[src/rtl/hdmi_tmds_pkg.sv]
// Shared TMDS symbol constants and alignment FSM state type.
// Contents: the four control tokens, the 16-entry TERC4 code table
// (entry i encodes nibble i), both video guard-band codes and the
// alignment state enum. All codes are written q[9:0], q[0] first on the wire.
package hdmi_tmds_pkg;

  localparam logic [9:0] CTRL_TOKEN_00 = 10'b1101010100;
  localparam logic [9:0] CTRL_TOKEN_01 = 10'b0010101011;
  localparam logic [9:0] CTRL_TOKEN_10 = 10'b0101010100;
  localparam logic [9:0] CTRL_TOKEN_11 = 10'b1010101011;

  localparam logic [15:0][9:0] TERC4_TABLE = {
    10'b1011000011, 10'b0101100011, 10'b1001110001, 10'b1010001110,
    10'b1011000110, 10'b0110011100, 10'b0100111001, 10'b1011001100,
    10'b0100111100, 10'b0110001110, 10'b0100011110, 10'b0101110001,
    10'b1011100010, 10'b1011100100, 10'b1001100011, 10'b1010011100
  };

  // Lanes 0 and 2 share one guard code, lane 1 uses its complement.
  localparam logic [9:0] GUARD_VIDEO_BR = 10'b1011001100;
  localparam logic [9:0] GUARD_VIDEO_G  = 10'b0100110011;

  typedef enum logic [1:0] {
    SEARCH = 2'd0,
    VERIFY = 2'd1,
    LOCKED = 2'd2
  } align_state_t;

endpackage

[src/rtl/tmds_channel_receiver_if.sv]
// Bus bundle of one TMDS lane receiver.
// master: drives tmds_raw (10 b unaligned word) and resync, observes results.
// slave : the receiver; consumes tmds_raw/resync, drives locked, bit_offset,
//         symbol and the decoded control/TERC4/guard/video fields.
interface tmds_channel_receiver_if;
  logic [9:0] tmds_raw;
  logic       resync;
  logic       locked;
  logic [3:0] bit_offset;
  logic [9:0] symbol;
  logic       is_control;
  logic [1:0] control_data;
  logic       is_terc4;
  logic [3:0] terc4_data;
  logic       is_video_guard;
  logic [7:0] video_data;

  modport master (
    output tmds_raw, resync,
    input  locked, bit_offset, symbol, is_control, control_data,
           is_terc4, terc4_data, is_video_guard, video_data
  );

  modport slave (
    input  tmds_raw, resync,
    output locked, bit_offset, symbol, is_control, control_data,
           is_terc4, terc4_data, is_video_guard, video_data
  );
endinterface

[src/rtl/tmds_symbol_decoder.sv]
// Purely combinational decode of one aligned 10-bit TMDS symbol.
// Parameter CN: lane number, selects the video guard-band code.
// Ports: symbol (in 10) -> is_control/control_data, is_terc4/terc4_data,
//        is_video_guard, video_data (8b/10b decode, always produced).
module tmds_symbol_decoder
  import hdmi_tmds_pkg::*;
#(
  parameter int unsigned CN = 0
) (
  input  logic [9:0] symbol,
  output logic       is_control,
  output logic [1:0] control_data,
  output logic       is_terc4,
  output logic [3:0] terc4_data,
  output logic       is_video_guard,
  output logic [7:0] video_data
);

  localparam logic [9:0] GUARD_CODE = (CN == 1) ? GUARD_VIDEO_G : GUARD_VIDEO_BR;

  logic [7:0] q_inv;
  logic [7:0] q_xor;

  always_comb begin
    is_control   = 1'b0;
    control_data = '0;
    case (symbol)
      CTRL_TOKEN_00: begin is_control = 1'b1; control_data = 2'b00; end
      CTRL_TOKEN_01: begin is_control = 1'b1; control_data = 2'b01; end
      CTRL_TOKEN_10: begin is_control = 1'b1; control_data = 2'b10; end
      CTRL_TOKEN_11: begin is_control = 1'b1; control_data = 2'b11; end
      default: ;
    endcase
  end

  always_comb begin
    is_terc4   = 1'b0;
    terc4_data = '0;
    for (int unsigned i = 0; i < 16; i++) begin
      if (symbol == TERC4_TABLE[4'(i)]) begin
        is_terc4   = 1'b1;
        terc4_data = 4'(i);
      end
    end
  end

  assign is_video_guard = (symbol == GUARD_CODE);

  // Each data bit i>0 is recovered from the pair (q'[i], q'[i-1]).
  assign q_inv = symbol[9] ? ~symbol[7:0] : symbol[7:0];
  assign q_xor = q_inv ^ {q_inv[6:0], 1'b0};
  assign video_data = symbol[8] ? {q_xor[7:1], q_inv[0]} : {~q_xor[7:1], q_inv[0]};

endmodule

[src/rtl/tmds_channel_receiver.sv]
// One-lane TMDS sink: recovers symbol alignment from control tokens and
// decodes every aligned symbol.
// Parameters: CN (lane), CTRL_RUN (tokens to lock), SEARCH_CYCLES (cycles per
//   offset before slipping), LOSS_CYCLES (token-free cycles before unlock).
// Ports: clk_pixel, reset_n (async, active low), rx (slave modport: tmds_raw,
//   resync in; locked, bit_offset, symbol and decoded fields out).
// Optional macro TMDS_RX_STATS_EN adds lock_loss_count[7:0], a saturating
//   count of LOCKED exits.
// Latency: outputs appear two clocks after the tmds_raw word that completes them.
module tmds_channel_receiver
  import hdmi_tmds_pkg::*;
#(
  parameter int unsigned CN            = 0,
  parameter int unsigned CTRL_RUN      = 8,
  parameter int unsigned SEARCH_CYCLES = 4096,
  parameter int unsigned LOSS_CYCLES   = 4096
) (
  input  logic clk_pixel,
  input  logic reset_n,
  tmds_channel_receiver_if.slave rx
`ifdef TMDS_RX_STATS_EN
  ,
  output logic [7:0] lock_loss_count
`endif
);

  localparam int unsigned SW = (SEARCH_CYCLES > 1) ? $clog2(SEARCH_CYCLES) : 1;
  localparam int unsigned LW = (LOSS_CYCLES > 1) ? $clog2(LOSS_CYCLES) : 1;
  localparam int unsigned RW = $clog2(CTRL_RUN + 1);
  localparam logic [SW-1:0] SEARCH_LAST = SW'(SEARCH_CYCLES - 1);
  localparam logic [LW-1:0] LOSS_LAST   = LW'(LOSS_CYCLES - 1);
  localparam logic [RW-1:0] RUN_LAST    = RW'(CTRL_RUN - 1);

  align_state_t  state, state_next;
  logic [3:0]    offset, offset_next;
  logic [SW-1:0] search_timer, search_next;
  logic [LW-1:0] loss_timer, loss_next;
  logic [RW-1:0] run, run_next;
  logic          slip;

  logic [9:0]  prev_raw;
  logic [19:0] window;
  logic [9:0]  slice;
  logic [9:0]  s1;

  logic       dec_control;
  logic [1:0] dec_control_data;
  logic       dec_terc4;
  logic [3:0] dec_terc4_data;
  logic       dec_guard;
  logic [7:0] dec_video;

  assign window = {rx.tmds_raw, prev_raw};
  assign slice  = window[{1'b0, offset} +: 10];

  tmds_symbol_decoder #(.CN(CN)) u_dec (
    .symbol         (s1),
    .is_control     (dec_control),
    .control_data   (dec_control_data),
    .is_terc4       (dec_terc4),
    .terc4_data     (dec_terc4_data),
    .is_video_guard (dec_guard),
    .video_data     (dec_video)
  );

  always_ff @(posedge clk_pixel or negedge reset_n) begin
    if (!reset_n) begin
      prev_raw     <= '0;
      s1           <= '0;
      state        <= SEARCH;
      offset       <= '0;
      search_timer <= '0;
      loss_timer   <= '0;
      run          <= '0;
    end else begin
      prev_raw     <= rx.tmds_raw;
      s1           <= slice;
      state        <= state_next;
      offset       <= offset_next;
      search_timer <= search_next;
      loss_timer   <= loss_next;
      run          <= run_next;
    end
  end

  always_comb begin
    state_next  = state;
    offset_next = offset;
    search_next = search_timer;
    loss_next   = loss_timer;
    run_next    = run;
    slip        = 1'b0;
    case (state)
      SEARCH: begin
        if (dec_control) begin
          state_next  = VERIFY;
          run_next    = RW'(1);
          search_next = '0;
        end else if (search_timer == SEARCH_LAST) begin
          slip        = 1'b1;
          search_next = '0;
        end else begin
          search_next = search_timer + 1'b1;
        end
      end
      VERIFY: begin
        if (dec_control) begin
          if (run == RUN_LAST) begin
            state_next = LOCKED;
            loss_next  = '0;
          end else begin
            run_next = run + 1'b1;
          end
        end else begin
          state_next  = SEARCH;
          slip        = 1'b1;
          search_next = '0;
        end
      end
      LOCKED: begin
        if (dec_control) begin
          loss_next = '0;
        end else if (loss_timer == LOSS_LAST) begin
          state_next  = SEARCH;
          slip        = 1'b1;
          search_next = '0;
        end else begin
          loss_next = loss_timer + 1'b1;
        end
      end
      default: state_next = SEARCH;
    endcase
    // Applied last so it overrides any lock or loss decision above.
    if (rx.resync) begin
      state_next  = SEARCH;
      slip        = 1'b1;
      search_next = '0;
      loss_next   = '0;
      run_next    = '0;
    end
    if (slip) begin
      offset_next = (offset == 4'd9) ? 4'd0 : offset + 4'd1;
    end
  end

  assign rx.locked     = (state == LOCKED);
  assign rx.bit_offset = offset;

  // Flags are qualified with the lock state being entered at the same edge,
  // so they line up with rx.locked.
  always_ff @(posedge clk_pixel or negedge reset_n) begin
    if (!reset_n) begin
      rx.symbol         <= '0;
      rx.is_control     <= 1'b0;
      rx.control_data   <= '0;
      rx.is_terc4       <= 1'b0;
      rx.terc4_data     <= '0;
      rx.is_video_guard <= 1'b0;
      rx.video_data     <= '0;
    end else begin
      rx.symbol         <= s1;
      rx.is_control     <= dec_control && (state_next == LOCKED);
      rx.control_data   <= dec_control_data;
      rx.is_terc4       <= dec_terc4 && (state_next == LOCKED);
      rx.terc4_data     <= dec_terc4_data;
      rx.is_video_guard <= dec_guard && (state_next == LOCKED);
      rx.video_data     <= dec_video;
    end
  end

`ifdef TMDS_RX_STATS_EN
  always_ff @(posedge clk_pixel or negedge reset_n) begin
    if (!reset_n) begin
      lock_loss_count <= '0;
    end else if ((state == LOCKED) && (state_next == SEARCH) && (lock_loss_count != 8'hFF)) begin
      lock_loss_count <= lock_loss_count + 8'd1;
    end
  end
`endif

endmodule

[src/flat_wrapper.sv]
// flat-port wrapper written by rule: the top's interface ports become plain ports
module tmds_channel_receiver_flat import hdmi_tmds_pkg::*;
#(
  parameter int unsigned CN            = 0,
  parameter int unsigned CTRL_RUN      = 8,
  parameter int unsigned SEARCH_CYCLES = 4096,
  parameter int unsigned LOSS_CYCLES   = 4096
)
  (clk_pixel, reset_n, rx_tmds_raw, rx_resync, rx_locked, rx_bit_offset, rx_symbol, rx_is_control, rx_control_data, rx_is_terc4, rx_terc4_data, rx_is_video_guard, rx_video_data);
  tmds_channel_receiver_if rx_i ();
  input  logic clk_pixel;
  input  logic reset_n;
  input wire logic [$bits(rx_i.tmds_raw)-1:0] rx_tmds_raw;
  input wire logic [$bits(rx_i.resync)-1:0] rx_resync;
  output wire logic [$bits(rx_i.locked)-1:0] rx_locked;
  output wire logic [$bits(rx_i.bit_offset)-1:0] rx_bit_offset;
  output wire logic [$bits(rx_i.symbol)-1:0] rx_symbol;
  output wire logic [$bits(rx_i.is_control)-1:0] rx_is_control;
  output wire logic [$bits(rx_i.control_data)-1:0] rx_control_data;
  output wire logic [$bits(rx_i.is_terc4)-1:0] rx_is_terc4;
  output wire logic [$bits(rx_i.terc4_data)-1:0] rx_terc4_data;
  output wire logic [$bits(rx_i.is_video_guard)-1:0] rx_is_video_guard;
  output wire logic [$bits(rx_i.video_data)-1:0] rx_video_data;
  assign rx_i.tmds_raw = rx_tmds_raw;
  assign rx_i.resync = rx_resync;
  assign rx_locked = rx_i.locked;
  assign rx_bit_offset = rx_i.bit_offset;
  assign rx_symbol = rx_i.symbol;
  assign rx_is_control = rx_i.is_control;
  assign rx_control_data = rx_i.control_data;
  assign rx_is_terc4 = rx_i.is_terc4;
  assign rx_terc4_data = rx_i.terc4_data;
  assign rx_is_video_guard = rx_i.is_video_guard;
  assign rx_video_data = rx_i.video_data;
  tmds_channel_receiver #(.CN(CN), .CTRL_RUN(CTRL_RUN), .SEARCH_CYCLES(SEARCH_CYCLES), .LOSS_CYCLES(LOSS_CYCLES)) u_core (.clk_pixel(clk_pixel), .reset_n(reset_n), .rx(rx_i));
endmodule
[config.mk]
export PLATFORM = sky130hd
export DESIGN_NAME = tmds_channel_receiver_flat
export DESIGN_NICKNAME = d
export VERILOG_FILES = /design/src/rtl/hdmi_tmds_pkg.sv /design/src/rtl/tmds_channel_receiver_if.sv /design/src/rtl/tmds_symbol_decoder.sv /design/src/rtl/tmds_channel_receiver.sv /design/src/flat_wrapper.sv
export SDC_FILE = /design/constraint.sdc
export NUM_CORES = 1
export LEC_CHECK = 0
export CAP_MARGIN = 15
export CELL_PAD_IN_SITES_DETAIL_PLACEMENT = 1
export CELL_PAD_IN_SITES_GLOBAL_PLACEMENT = 1
export CORE_MARGIN = 4
export CORE_UTILIZATION = 45
export DETAILED_ROUTE_END_ITERATION = 16
export PLACE_DENSITY = 0.81
export SKIP_LAST_GASP = 1
export SLEW_MARGIN = 5
export SYNTH_ARGS = -nofsm -noshare
export SYNTH_HDL_FRONTEND = slang
export SYNTH_SLANG_ARGS = --single-unit
[constraint.sdc]
create_clock -name clk_pixel -period 2.9 [get_ports clk_pixel]
set_input_delay 0.58 -clock clk_pixel [delete_from_list [all_inputs] [get_ports clk_pixel]]
set_output_delay 0.58 -clock clk_pixel [all_outputs]
set_load 0.02 [all_outputs]
==> results.json, run 1 <==
{
  "critPathKind": "flop to flop",
  "insertion_delay_ns": 0.35,
  "netlist.top_cell.by_area": "sky130_fd_sc_hd__dfrtp_1",
  "ys_seq_area_share_pct": 45.1,
  "clk_transition_reported_paths_ns": 0.09,
  "worst_slack_ns": 0.274,
  "worst-r2r-setup-slack_ns": 0.27,
  "core.rowCount": 36,
  "crit_path_start": "u_core.s1[6]",
  "cts_tree": "built",
  "detail_route.wirelength_mm": 11.3,
  "cp_slowest_stage_delay_ns": 0.64,
  "setup_tns_ns": 0,
  "cts_inserted_buffers": 9,
  "count_of_final_max_slew_check_failures": 0,
  "routed_wire_length_per_instance_um": 18.0,
  "grt_start_max_net_pins": 82,
  "final.min_clock_period_ns": 2.63,
  "yosysMostFrequentCell": "sky130_fd_sc_hd__dfrtp_1",
  "synthesis.yosys.warnings": 0,
  "maxClockFrequency_mhz": 381,
  "clockRootBuffer": "sky130_fd_sc_hd__clkbuf_8",
  "synth_simple_gate_area_share_pct": 19.1,
  "ir_worst_vdd_v": 0.000487,
  "final_layout_size_suffix_gt1_share_pct": 11.2,
  "worstMarginPinSlew_ns": 1.01,
  "synth_async_sr_flop_share_pct": 100,
  "synth.top_cells.by_area": "sky130_fd_sc_hd__dfrtp_1 (45%), sky130_fd_sc_hd__mux4_2 (6.5%), sky130_fd_sc_hd__nor2_1 (3.4%)",
  "cp_max_fo": 12,
  "ant_nets": 0,
  "grt_first_pass_wirelength_mm": 19.2,
  "post_cts_gate_resize_count": 0,
  "static_leakage_power_nw": 2.13,
  "top_level_ports": 45,
  "post-place-ws_ns": 0.300,
  "grt_setup_unrepaired": "no",
  "synth_cell_types": 59,
  "crit_buf_inv": 1,
  "synth-adder-area-share_pct": 3.06,
  "power_density_nw_per_um2": 877,
  "syn_nets": 474,
  "critPathTopFamily": "simple AND/OR/NAND/NOR gates",
  "critical_path_cell_by_cell": "inv_1, ha_1, and4b_1, nand2_1, nand2_1, or4_1, o31ai_1",
  "yosys_register_bits": 81,
  "area_delta_synth_final_pct": 17.6,
  "syn_area_um2": 4500,
  "most_numerous_cell_on_the_critical_path": "sky130_fd_sc_hd__nand2_1",
  "clock_tree.buffer_depth": 2,
  "starting_drt_drc_count": 166,
  "effective_utilization_at_floorplan_pct": 46.2,
  "num-nets-final": 518,
  "max_cap_violations": 0,
  "post-layout-total-power_w": 0.00464,
  "dp.final_hpwl_mm": 8.21,
  "hold_class": "primary input to asynchronous set/reset pin",
  "placeableCoreArea_um2": 9730,
  "critical_path.reg2reg.startpoint": "u_core.s1[6]",
  "die_w_um": 108,
  "synth_top_family_by_area": "simple AND/OR/NAND/NOR gates",
  "placedInstanceArea_um2": 5080,
  "cpMaxStageDelayCell": "sky130_fd_sc_hd__or4_1",
  "die-height_um": 108,
  "avgSynthCellArea_um2": 9.99,
  "synth-compound-area-share_pct": 15.0,
  "worstPathRequired_ns": 3.16,
  "antenna_cells": 0,
  "number_of_clock_sinks_seen_by_cts": 81,
  "grt_pass1_vias": 3805,
  "fillCellCount": 1116,
  "total_number_of_vias": 3662,
  "outcome": "completed",
  "clock_tree.htree_level_count": 3,
  "global_placer_s_final_weighted_congestion": 0.892,
  "routed_via_density": 5.80,
  "grt_antenna_before_repair": 0,
  "netlist_top_cells_count": "sky130_fd_sc_hd__dfrtp_1 (81), sky130_fd_sc_hd__nor2_1 (41), sky130_fd_sc_hd__nand2_1 (28)",
  "cts.hold.buffers_added": 0,
  "timing.max_slew.rel_slack_pct": 32.6,
  "synth_edf_count": 0,
  "final.setup_skew_ns": 0.00995,
  "die_area_um2": 11700,
  "synthCells": 450,
  "overflow": 0,
  "crit_cells": 7,
  "postLayoutCellArea_um2": 5290,
  "worst-endpoint-arrival_ns": 2.89,
  "finalSetupViolCount": 0,
  "synth-main-ff-cell": "sky130_fd_sc_hd__dfrtp_1",
  "ff2ff_path_depth": 7,
  "finalHoldViolCount": 0,
  "final_min_period_over_clock_period_pct": 90.5,
  "synth_top_area_share_pct": 45.1,
  "post-cts-setup-buffers": 0,
  "cp-start-kind": "flop",
  "place.port_buffers": 44,
  "post_synth_xor_area_fraction_pct": 3.70,
  "multiplexer_share_of_the_synthesized_area_pct": 9.71,
  "globalRouteTotalUtil_pct": 20.5,
  "drt_first_pass_iters": 4,
  "post-route-drc-count": 0,
  "kind_of_end_point_of_the_critical_path": "flop"
}
state kept, by name (all words and copies together), names as in the netlist, 2 cells and up:
signal and count:
u_core.loss_timer 12, u_core.prev_raw 10, u_core.run 4, u_core.rx.bit_offset 4, u_core.rx.control_data 2, u_core.rx.symbol 10
u_core.rx.terc4_data 4, u_core.rx.video_data 8, u_core.s1 10, u_core.search_timer 12, u_core.state 2
worst paths after layout:
path / endpoint
max in group asynchronous: u_core.search_timer[7]
setup / recovery: u_core.loss_timer[5]
hold / removal: u_core.loss_timer[10]
setup reg to reg: u_core.loss_timer[5]
min in group clk_pixel: u_core.rx.symbol[7]
hold reg to reg: u_core.rx.symbol[7]
layout by cell type, fill, tap and decap left out, types with 4 or more instances in the layout:
| master | count |
|---|---|
| sky130_fd_sc_hd__nand4_1 | 10 |
| sky130_fd_sc_hd__a31oi_1 | 7 |
| sky130_fd_sc_hd__nor3b_1 | 5 |
| sky130_fd_sc_hd__o31ai_1 | 4 |
| sky130_fd_sc_hd__xnor2_1 | 12 |
| sky130_fd_sc_hd__inv_1 | 18 |
| sky130_fd_sc_hd__o21ai_0 | 21 |
| sky130_fd_sc_hd__nor2_1 | 41 |
| sky130_fd_sc_hd__o21ai_1 | 15 |
| sky130_fd_sc_hd__nand3b_1 | 6 |
| sky130_fd_sc_hd__clkbuf_8 | 9 |
| sky130_fd_sc_hd__nor3_1 | 7 |
| sky130_fd_sc_hd__nand4b_1 | 4 |
| sky130_fd_sc_hd__nand3_1 | 20 |
| sky130_fd_sc_hd__ha_1 | 11 |
| sky130_fd_sc_hd__mux2i_1 | 11 |
| sky130_fd_sc_hd__a21oi_1 | 24 |
| sky130_fd_sc_hd__nor2b_1 | 10 |
| sky130_fd_sc_hd__nand2_1 | 28 |
| sky130_fd_sc_hd__dfrtp_1 | 81 |
| sky130_fd_sc_hd__clkdlybuf4s50_1 | 43 |
| sky130_fd_sc_hd__a211oi_1 | 6 |
| sky130_fd_sc_hd__buf_4 | 15 |
| sky130_fd_sc_hd__nand2b_1 | 8 |
| sky130_fd_sc_hd__mux4_2 | 13 |
| sky130_fd_sc_hd__o22ai_1 | 6 |
| sky130_fd_sc_hd__xor2_1 | 7 |
report_power, final:
group	switching (W)	internal, W
sequential	0.000273	0.00139
combinational	0.00108	0.00101
clock	0.000408	0.000477
per-layer routing:
| layer | track usage (%) | wire length [um] |
|---|---|---|
| met1 | 26.8 | 4930 |
| met2 | 34.9 | 5820 |
| met3 | 3.40 | 398 |
| met4 | 6.49 | 176 |
| met5 | 0 | 0 |
per-stage QoR:
step,hold WS (ns),utilization (%),instances
4_1_cts,0.422,54.4,631
5_1_grt,0.467,54.4,631
3_5_place_dp,0.441,52.2,616
2_1_floorplan,0.284,-,450
6_report,0.380,54.4,631
3_3_place_gp,0.431,52.2,616
logic make-up (layout without fill, tap and decap cells):
| family | after synthesis | after routing |
|---|---|---|
| xor gates and xnor gates | 19 | 19 |
| adders and majority gates | 11 | 11 |
| DFF | 81 | 81 |
| buffers and inverters | 44 | 92 |
| AOI/OAI and AO/OA | 107 | 107 |
| and+or+nand+nor | 161 | 161 |
| muxes | 27 | 27 |
area by class of cell:
type                            count  area [um2]  area share (%)
Sequential cell                    81        2030            38.3
Inverter                           19        71.3            1.35
Clock buffer                        9         124            2.34
Tap cell                          133         166            3.15
Multi-Input combinational cell    325        2270            43.0
Timing Repair Buffer               58         543            10.3
Clock inverter                      6        83.8            1.59
Note: power is estimated with default switching activity, not from simulation.
==> run 2, diff against run 1 <==
--- a/config.mk
+++ b/config.mk
@@ -5,13 +5,14 @@
 export SDC_FILE = /design/constraint.sdc
 export NUM_CORES = 1
 export LEC_CHECK = 0
+export ABC_AREA = 1
 export CAP_MARGIN = 15
 export CELL_PAD_IN_SITES_DETAIL_PLACEMENT = 1
 export CELL_PAD_IN_SITES_GLOBAL_PLACEMENT = 1
 export CORE_MARGIN = 4
-export CORE_UTILIZATION = 45
+export CORE_UTILIZATION = 43
 export DETAILED_ROUTE_END_ITERATION = 16
-export PLACE_DENSITY = 0.81
+export PLACE_DENSITY = 0.82
 export SKIP_LAST_GASP = 1
 export SLEW_MARGIN = 5
 export SYNTH_ARGS = -nofsm -noshare
==> run 2 against run 1 <==
Effect of this change: via count increased by 22%; cell count increased by 30%; largest cell class unchanged; core utilization decreased by 3.5 points; clock power increased by 5.6%; largest power group unchanged; die area increased by 11%; area after synthesis increased by 6.8%; first-iteration DRC count increased by 20%.
==> results.json, run 2 <==
{
  "top_level_ports": 45,
  "worstMarginPinSlew_ns": 0.665,
  "clk_transition_reported_paths_ns": 0.09,
  "hold_class": "primary input to asynchronous set/reset pin",
  "overflow": 0,
  "effective_utilization_at_floorplan_pct": 44.1,
  "final.min_clock_period_ns": 2.51,
  "post-place-ws_ns": 0.462,
  "endpoint_of_the_most_critical_register_to_register_path": "u_core.search_timer[6]",
  "max_cap_violations": 0,
  "outcome": "completed",
  "insertion_delay_ns": 0.37,
  "core.rowCount": 38,
  "critPathKind": "flop to output port",
  "place.port_buffers": 44,
  "post_cts_gate_resize_count": 0,
  "drt_first_pass_iters": 5,
  "worst_slack_ns": 0.391,
  "die-height_um": 114,
  "dp_cells": 807,
  "synth_cell_types": 41,
  "worst-endpoint-arrival_ns": 1.93,
  "drt-met1-wl_mm": 6.12,
  "final_min_period_over_clock_period_pct": 86.5,
  "power.internal_w": 0.00255,
  "post-route-drc-count": 0,
  "synthCells": 640,
  "reg.largest.list": "u_core.loss_timer: 12 flops, u_core.search_timer: 12 flops",
  "global_placer_s_final_weighted_congestion": 0.891,
  "layout.cells.most_common": "sky130_fd_sc_hd__nand2_1",
  "avgSynthCellArea_um2": 7.50,
  "switching_share_of_power_pct": 41.8,
  "die_area_um2": 12900,
  "clock_network_power_share_pct": 21.3,
  "dr_wl_met2_mm": 6.55,
  "static_leakage_power_nw": 2.57,
  "fillCellCount": 1381,
  "post-cts-setup-buffers": 0,
  "ff2ff_path_depth": 11,
  "cts_inserted_buffers": 9,
  "routed_via_density": 5.44,
  "yosysMostFrequentCell": "sky130_fd_sc_hd__nand2_1",
  "syn_nets": 664,
  "critical_path.reg2reg.startpoint": "u_core.s1[6]",
  "routed_wire_length_per_instance_um": 16.3,
  "clockRootBuffer": "sky130_fd_sc_hd__clkbuf_8",
  "synth_edf_count": 0,
  "wl_met3_um": 440,
  "detail_route.wirelength_mm": 13.4,
  "starting_drt_drc_count": 199,
  "power.switching_w": 0.00183,
  "antenna_cells": 0,
  "netlist_top_cells_count": "sky130_fd_sc_hd__nand2_1 (181), sky130_fd_sc_hd__dfrtp_1 (81), sky130_fd_sc_hd__nand3_1 (68)",
  "netlist.top_cell.by_area": "sky130_fd_sc_hd__dfrtp_1",
  "grt_pass1_vias": 4763,
  "grt_start_max_net_pins": 49,
  "clock_tree.buffer_depth": 2,
  "cp-start-kind": "flop",
  "total_number_of_vias": 4480,
  "top_library_cells_by_usage_in_the_layout_fill_and_taps_aside": "sky130_fd_sc_hd__nand2_1 (181), sky130_fd_sc_hd__dfrtp_1 (81), sky130_fd_sc_hd__nand3_1 (68), sky130_fd_sc_hd__nor2_1 (63), sky130_fd_sc_hd__inv_1 (55)",
  "syn_area_um2": 4800,
  "kind_of_end_point_of_the_critical_path": "output port",
  "number_of_clock_sinks_seen_by_cts": 81,
  "setup.worst_path.end": "rx_locked",
  "timing.max_slew.rel_slack_pct": 55.5,
  "setup_tns_ns": 0,
  "route.top_layer_used": "met4",
  "share_comb_of_total_power_pct": 41.2,
  "cp_max_fo": 8,
  "clock_tree.htree_level_count": 3,
  "finalHoldViolCount": 0,
  "synth_async_sr_flop_share_pct": 100,
  "yosys_register_bits": 81,
  "synthesis.yosys.warnings": 0,
  "die_w_um": 114,
  "cts_tree": "built",
  "ir_worst_vdd_v": 0.000545,
  "placeableCoreArea_um2": 10900,
  "worst-r2r-setup-slack_ns": 0.43,
  "final_layout_size_suffix_gt1_share_pct": 6.88,
  "ant_nets": 0,
  "num-nets-final": 702,
  "synth-main-ff-cell": "sky130_fd_sc_hd__dfrtp_1",
  "grt_setup_unrepaired": "no",
  "synth_top_area_share_pct": 42.2,
  "final-instance-count-excl-fill": 823,
  "power_density_nw_per_um2": 792,
  "crit_path_start": "u_core.state[0]",
  "worstPathRequired_ns": 2.32,
  "dp.final_hpwl_mm": 9.86,
  "share_seq_of_total_power_pct": 37.5,
  "final.setup_skew_ns": 0.0103,
  "finalSetupViolCount": 0,
  "grt_antenna_before_repair": 0,
  "grt_first_pass_wirelength_mm": 23.2,
  "count_of_final_max_slew_check_failures": 0,
  "area_delta_synth_final_pct": 15.3,
  "cts.hold.buffers_added": 0,
  "globalRouteTotalUtil_pct": 22.2,
  "ys_seq_area_share_pct": 42.2,
  "maxClockFrequency_mhz": 399,
  "synth.top_cells.by_area": "sky130_fd_sc_hd__dfrtp_1 (42%), sky130_fd_sc_hd__nand2_1 (14%), sky130_fd_sc_hd__nand3_1 (7.1%)"
}
==> run 2: layout make-up <==
type / count / area [um2] / share of cell area (%)
Inverter: 62 / 239 / 4.32
Sequential cell: 81 / 2030 / 36.6
Clock inverter: 7 / 95.1 / 1.72
Multi-Input combinational cell: 474 / 2390 / 43.2
Clock buffer: 9 / 124 / 2.24
Tap cell: 140 / 175 / 3.17
Timing Repair Buffer: 50 / 483 / 8.73
==> run 2: metal layers <==
layer,global-route usage (%),up-vias
met1,28.7,2190
met3,2.44,24
li1,-,2168
met4,8.49,0
met5,0,-
met2,38.4,98
==> run 2: metrics by stage <==
stage	util, %	hold slack, ns	cell area [um2]	power, W
after floorplan	-	0.284	4800	0.00279
after global placement	48.8	0.450	5320	0.00339
after detailed placement	48.8	0.461	5320	0.00347
after CTS	50.8	0.216	5530	0.00442
after global routing	50.8	0.256	5530	0.00468
final	50.8	0.216	5530	0.00438
==> run 2: logic make-up (layout without fill, tap and decap cells) <==
family / Yosys count / count (layout) / share of synthesized area (%)
buf+inv: 85 / 128 / 7.98
fa+ha+maj: 11 / 11 / 2.87
xor+xnor: 20 / 20 / 3.65
simple gates: 366 / 366 / 33.5
mux: 4 / 4 / 0.834
compound gates: 73 / 73 / 8.91
flops: 81 / 81 / 42.2
==> run 2: worst min path at each step <==
stage / startpoint / endpoint / slack [ns] / cells past startpoint
finish: reset_n / u_core.rx.video_data[1] / 0.22 / 1
global route: reset_n / u_core.rx.video_data[1] / 0.26 / 1
CTS: reset_n / u_core.rx.video_data[1] / 0.22 / 1
detailed placement: u_core.s1[9] / u_core.rx.symbol[9] / 0.46 / 0
global placement: u_core.s1[9] / u_core.rx.symbol[9] / 0.45 / 0
floorplan: reset_n / u_core.loss_timer[0] / 0.28 / 0
==> run 2: power groups by stage <==
stage                     combinational (W)  clock, W  sequential (W)
after floorplan                     0.00105         0         0.00174
after global placement              0.00173         0         0.00165
after detailed placement            0.00179         0         0.00168
after CTS                           0.00181  0.000961         0.00165
after global routing                0.00198   0.00101         0.00169
final                               0.00180  0.000935         0.00164
==> run 2: critical path: stages, from the launching register on <==
cell and delay (ns):
sky130_fd_sc_hd__dfrtp_1 0.41, sky130_fd_sc_hd__inv_1 0.11, sky130_fd_sc_hd__ha_1 0.36, sky130_fd_sc_hd__clkdlybuf4s50_1 0.67
==> run 3, diff against run 2 <==
--- a/config.mk
+++ b/config.mk
@@ -9,12 +9,13 @@
 export CAP_MARGIN = 15
 export CELL_PAD_IN_SITES_DETAIL_PLACEMENT = 1
 export CELL_PAD_IN_SITES_GLOBAL_PLACEMENT = 1
+export CORE_ASPECT_RATIO = 0.9
 export CORE_MARGIN = 4
 export CORE_UTILIZATION = 43
 export DETAILED_ROUTE_END_ITERATION = 16
-export PLACE_DENSITY = 0.82
+export PLACE_DENSITY_LB_ADDON = 0.1
 export SKIP_LAST_GASP = 1
-export SLEW_MARGIN = 5
+export SLEW_MARGIN = 20
 export SYNTH_ARGS = -nofsm -noshare
 export SYNTH_HDL_FRONTEND = slang
 export SYNTH_SLANG_ARGS = --single-unit
==> run 3 against run 2 <==
Effect of this change: die area barely moved; clock power rose by 35%; final area rose by 2.5%; core utilization rose by 1.4 points; worst setup slack improved by 0.032 ns; combinational power barely moved; total power rose by 7.6%; sequential cell count did not move; critical path type is now flop to flop; highest routed layer unchanged.
==> results.json, run 3 (synthesis gave the netlist of run 2 again) <==
{
  "outcome": "completed",
  "post-cts-setup-buffers": 0,
  "post_cts_gate_resize_count": 0,
  "detail_route.wirelength_mm": 13.3,
  "count_of_final_max_slew_check_failures": 0,
  "cp-start-kind": "flop",
  "share_comb_of_total_power_pct": 38.5,
  "post-route-drc-count": 0,
  "starting_drt_drc_count": 276,
  "grt_first_pass_wirelength_mm": 23.4,
  "maxClockFrequency_mhz": 404,
  "routed_wire_length_per_instance_um": 15.9,
  "finalHoldViolCount": 0,
  "power.switching_w": 0.00184,
  "worstPathRequired_ns": 3.12,
  "max_cap_violations": 0,
  "die-height_um": 108,
  "place.port_buffers": 44,
  "static_leakage_power_nw": 2.62,
  "clockRootBuffer": "sky130_fd_sc_hd__clkbuf_16",
  "routed_via_density": 5.37,
  "clock_tree.htree_level_count": 3,
  "globalRouteTotalUtil_pct": 22.3,
  "finalSetupViolCount": 0,
  "die_w_um": 119,
  "final_layout_size_suffix_gt1_share_pct": 6.73,
  "clock_network_power_share_pct": 26.7,
  "cts_tree": "built",
  "grt_antenna_before_repair": 0,
  "global_placer_s_final_weighted_congestion": 0.888,
  "worst_slack_ns": 0.424,
  "worst-endpoint-arrival_ns": 2.70,
  "final.min_clock_period_ns": 2.48,
  "core.rowCount": 36,
  "hold_class": "primary input to asynchronous set/reset pin",
  "critPathKind": "flop to flop",
  "ir_worst_vdd_v": 0.000474,
  "area_delta_synth_final_pct": 18.2,
  "switching_share_of_power_pct": 39.0,
  "die_area_um2": 12900,
  "reg.largest.list": "u_core.loss_timer: 12 flops, u_core.search_timer: 12 flops",
  "timing.max_slew.rel_slack_pct": 55.7,
  "final.setup_skew_ns": 0.00931,
  "effective_utilization_at_floorplan_pct": 44.2,
  "layout.cells.most_common": "sky130_fd_sc_hd__nand2_1",
  "cts_inserted_buffers": 9,
  "placeableCoreArea_um2": 10900,
  "power_density_nw_per_um2": 831,
  "grt_start_max_net_pins": 82,
  "power.internal_w": 0.00288,
  "insertion_delay_ns": 0.35,
  "top_library_cells_by_usage_in_the_layout_fill_and_taps_aside": "sky130_fd_sc_hd__nand2_1 (181), sky130_fd_sc_hd__dfrtp_1 (81), sky130_fd_sc_hd__nand3_1 (68), sky130_fd_sc_hd__nor2_1 (63), sky130_fd_sc_hd__inv_1 (55)",
  "setup_tns_ns": 0,
  "num-nets-final": 702,
  "post-place-ws_ns": 0.336,
  "clock_tree.buffer_depth": 2,
  "worstMarginPinSlew_ns": 0.662,
  "final_min_period_over_clock_period_pct": 85.4,
  "ant_nets": 0,
  "total_number_of_vias": 4485,
  "number_of_clock_sinks_seen_by_cts": 81,
  "kind_of_end_point_of_the_critical_path": "flop",
  "cts.hold.buffers_added": 0,
  "cp_max_fo": 24,
  "dp.final_hpwl_mm": 9.73,
  "share_seq_of_total_power_pct": 34.7,
  "drt_first_pass_iters": 4,
  "grt_pass1_vias": 4744,
  "clk_transition_reported_paths_ns": 0.06,
  "overflow": 0,
  "grt_setup_unrepaired": "no",
  "top_level_ports": 45,
  "antenna_cells": 0
}
-- run 3: worst max-delay path, cell delays in order, from the launching register on --
cell,delay (ns)
sky130_fd_sc_hd__dfrtp_1,0.43
sky130_fd_sc_hd__inv_1,0.11
sky130_fd_sc_hd__ha_1,0.21
sky130_fd_sc_hd__nand2_1,0.08
sky130_fd_sc_hd__nor2_2,0.17
sky130_fd_sc_hd__nand2_4,0.08
sky130_fd_sc_hd__nand2_4,0.25
sky130_fd_sc_hd__nor2_1,0.09
sky130_fd_sc_hd__o21ai_2,0.48
sky130_fd_sc_hd__inv_2,0.25
sky130_fd_sc_hd__nand3_1,0.13
sky130_fd_sc_hd__o21ai_1,0.07
-- run 3: per-layer routing --
metal  vias up  track usage [%]  part of all wire [%]
met1      2219             28.9                    48
li1       2167                -                     -
met2        81             37.7                    48
met3        18             5.39                   3.6
met4         0             6.13                   1.2
met5         -                0                     0
-- run 3: path summary, 6_finish.rpt --
check,to,startpoint,slack (ns),depth (start not counted)
worst min-delay path,u_core.rx.video_data[3],reset_n,0.26,2
worst min register to register,u_core.rx.symbol[9],u_core.s1[9],0.49,0
max in group asynchronous,u_core.search_timer[1],reset_n,2.29,2
worst max register to register,u_core.search_timer[6],u_core.s1[6],0.42,11
worst max-delay path,u_core.search_timer[6],u_core.s1[6],0.42,11
min in group clk_pixel,u_core.rx.symbol[9],u_core.s1[9],0.49,0
-- run 3: layout make-up --
type	instances	area, um2
clock buffers	12	256
well taps	152	190
multi-input cells	474	2390
clock inverters	4	75.1
flip-flops and latches	81	2030
inverters	62	239
fillers	1388	5180
repair buffers	50	495
-- run 3: stage by stage --
step | instances | total power, W | util [%] | cell area (um2) | hold slack [ns]
after floorplan | 640 | 0.00279 | - | 4800 | 0.284
after global placement | 819 | 0.00341 | 49.2 | 5340 | 0.456
after CTS | 835 | 0.00476 | 52.3 | 5670 | 0.278
after global routing | 835 | 0.00505 | 52.3 | 5670 | 0.298
after detailed placement | 819 | 0.00346 | 49.2 | 5340 | 0.470
final | 835 | 0.00472 | 52.3 | 5670 | 0.263
-- run 3: power by group through the flow --
stage | clock network [W] | logic, W | registers [W]
floorplan | 0 | 0.00105 | 0.00174
global placement | 0 | 0.00176 | 0.00164
detailed placement | 0 | 0.00179 | 0.00166
CTS | 0.00129 | 0.00182 | 0.00164
global route | 0.00136 | 0.00201 | 0.00168
finish | 0.00126 | 0.00182 | 0.00164
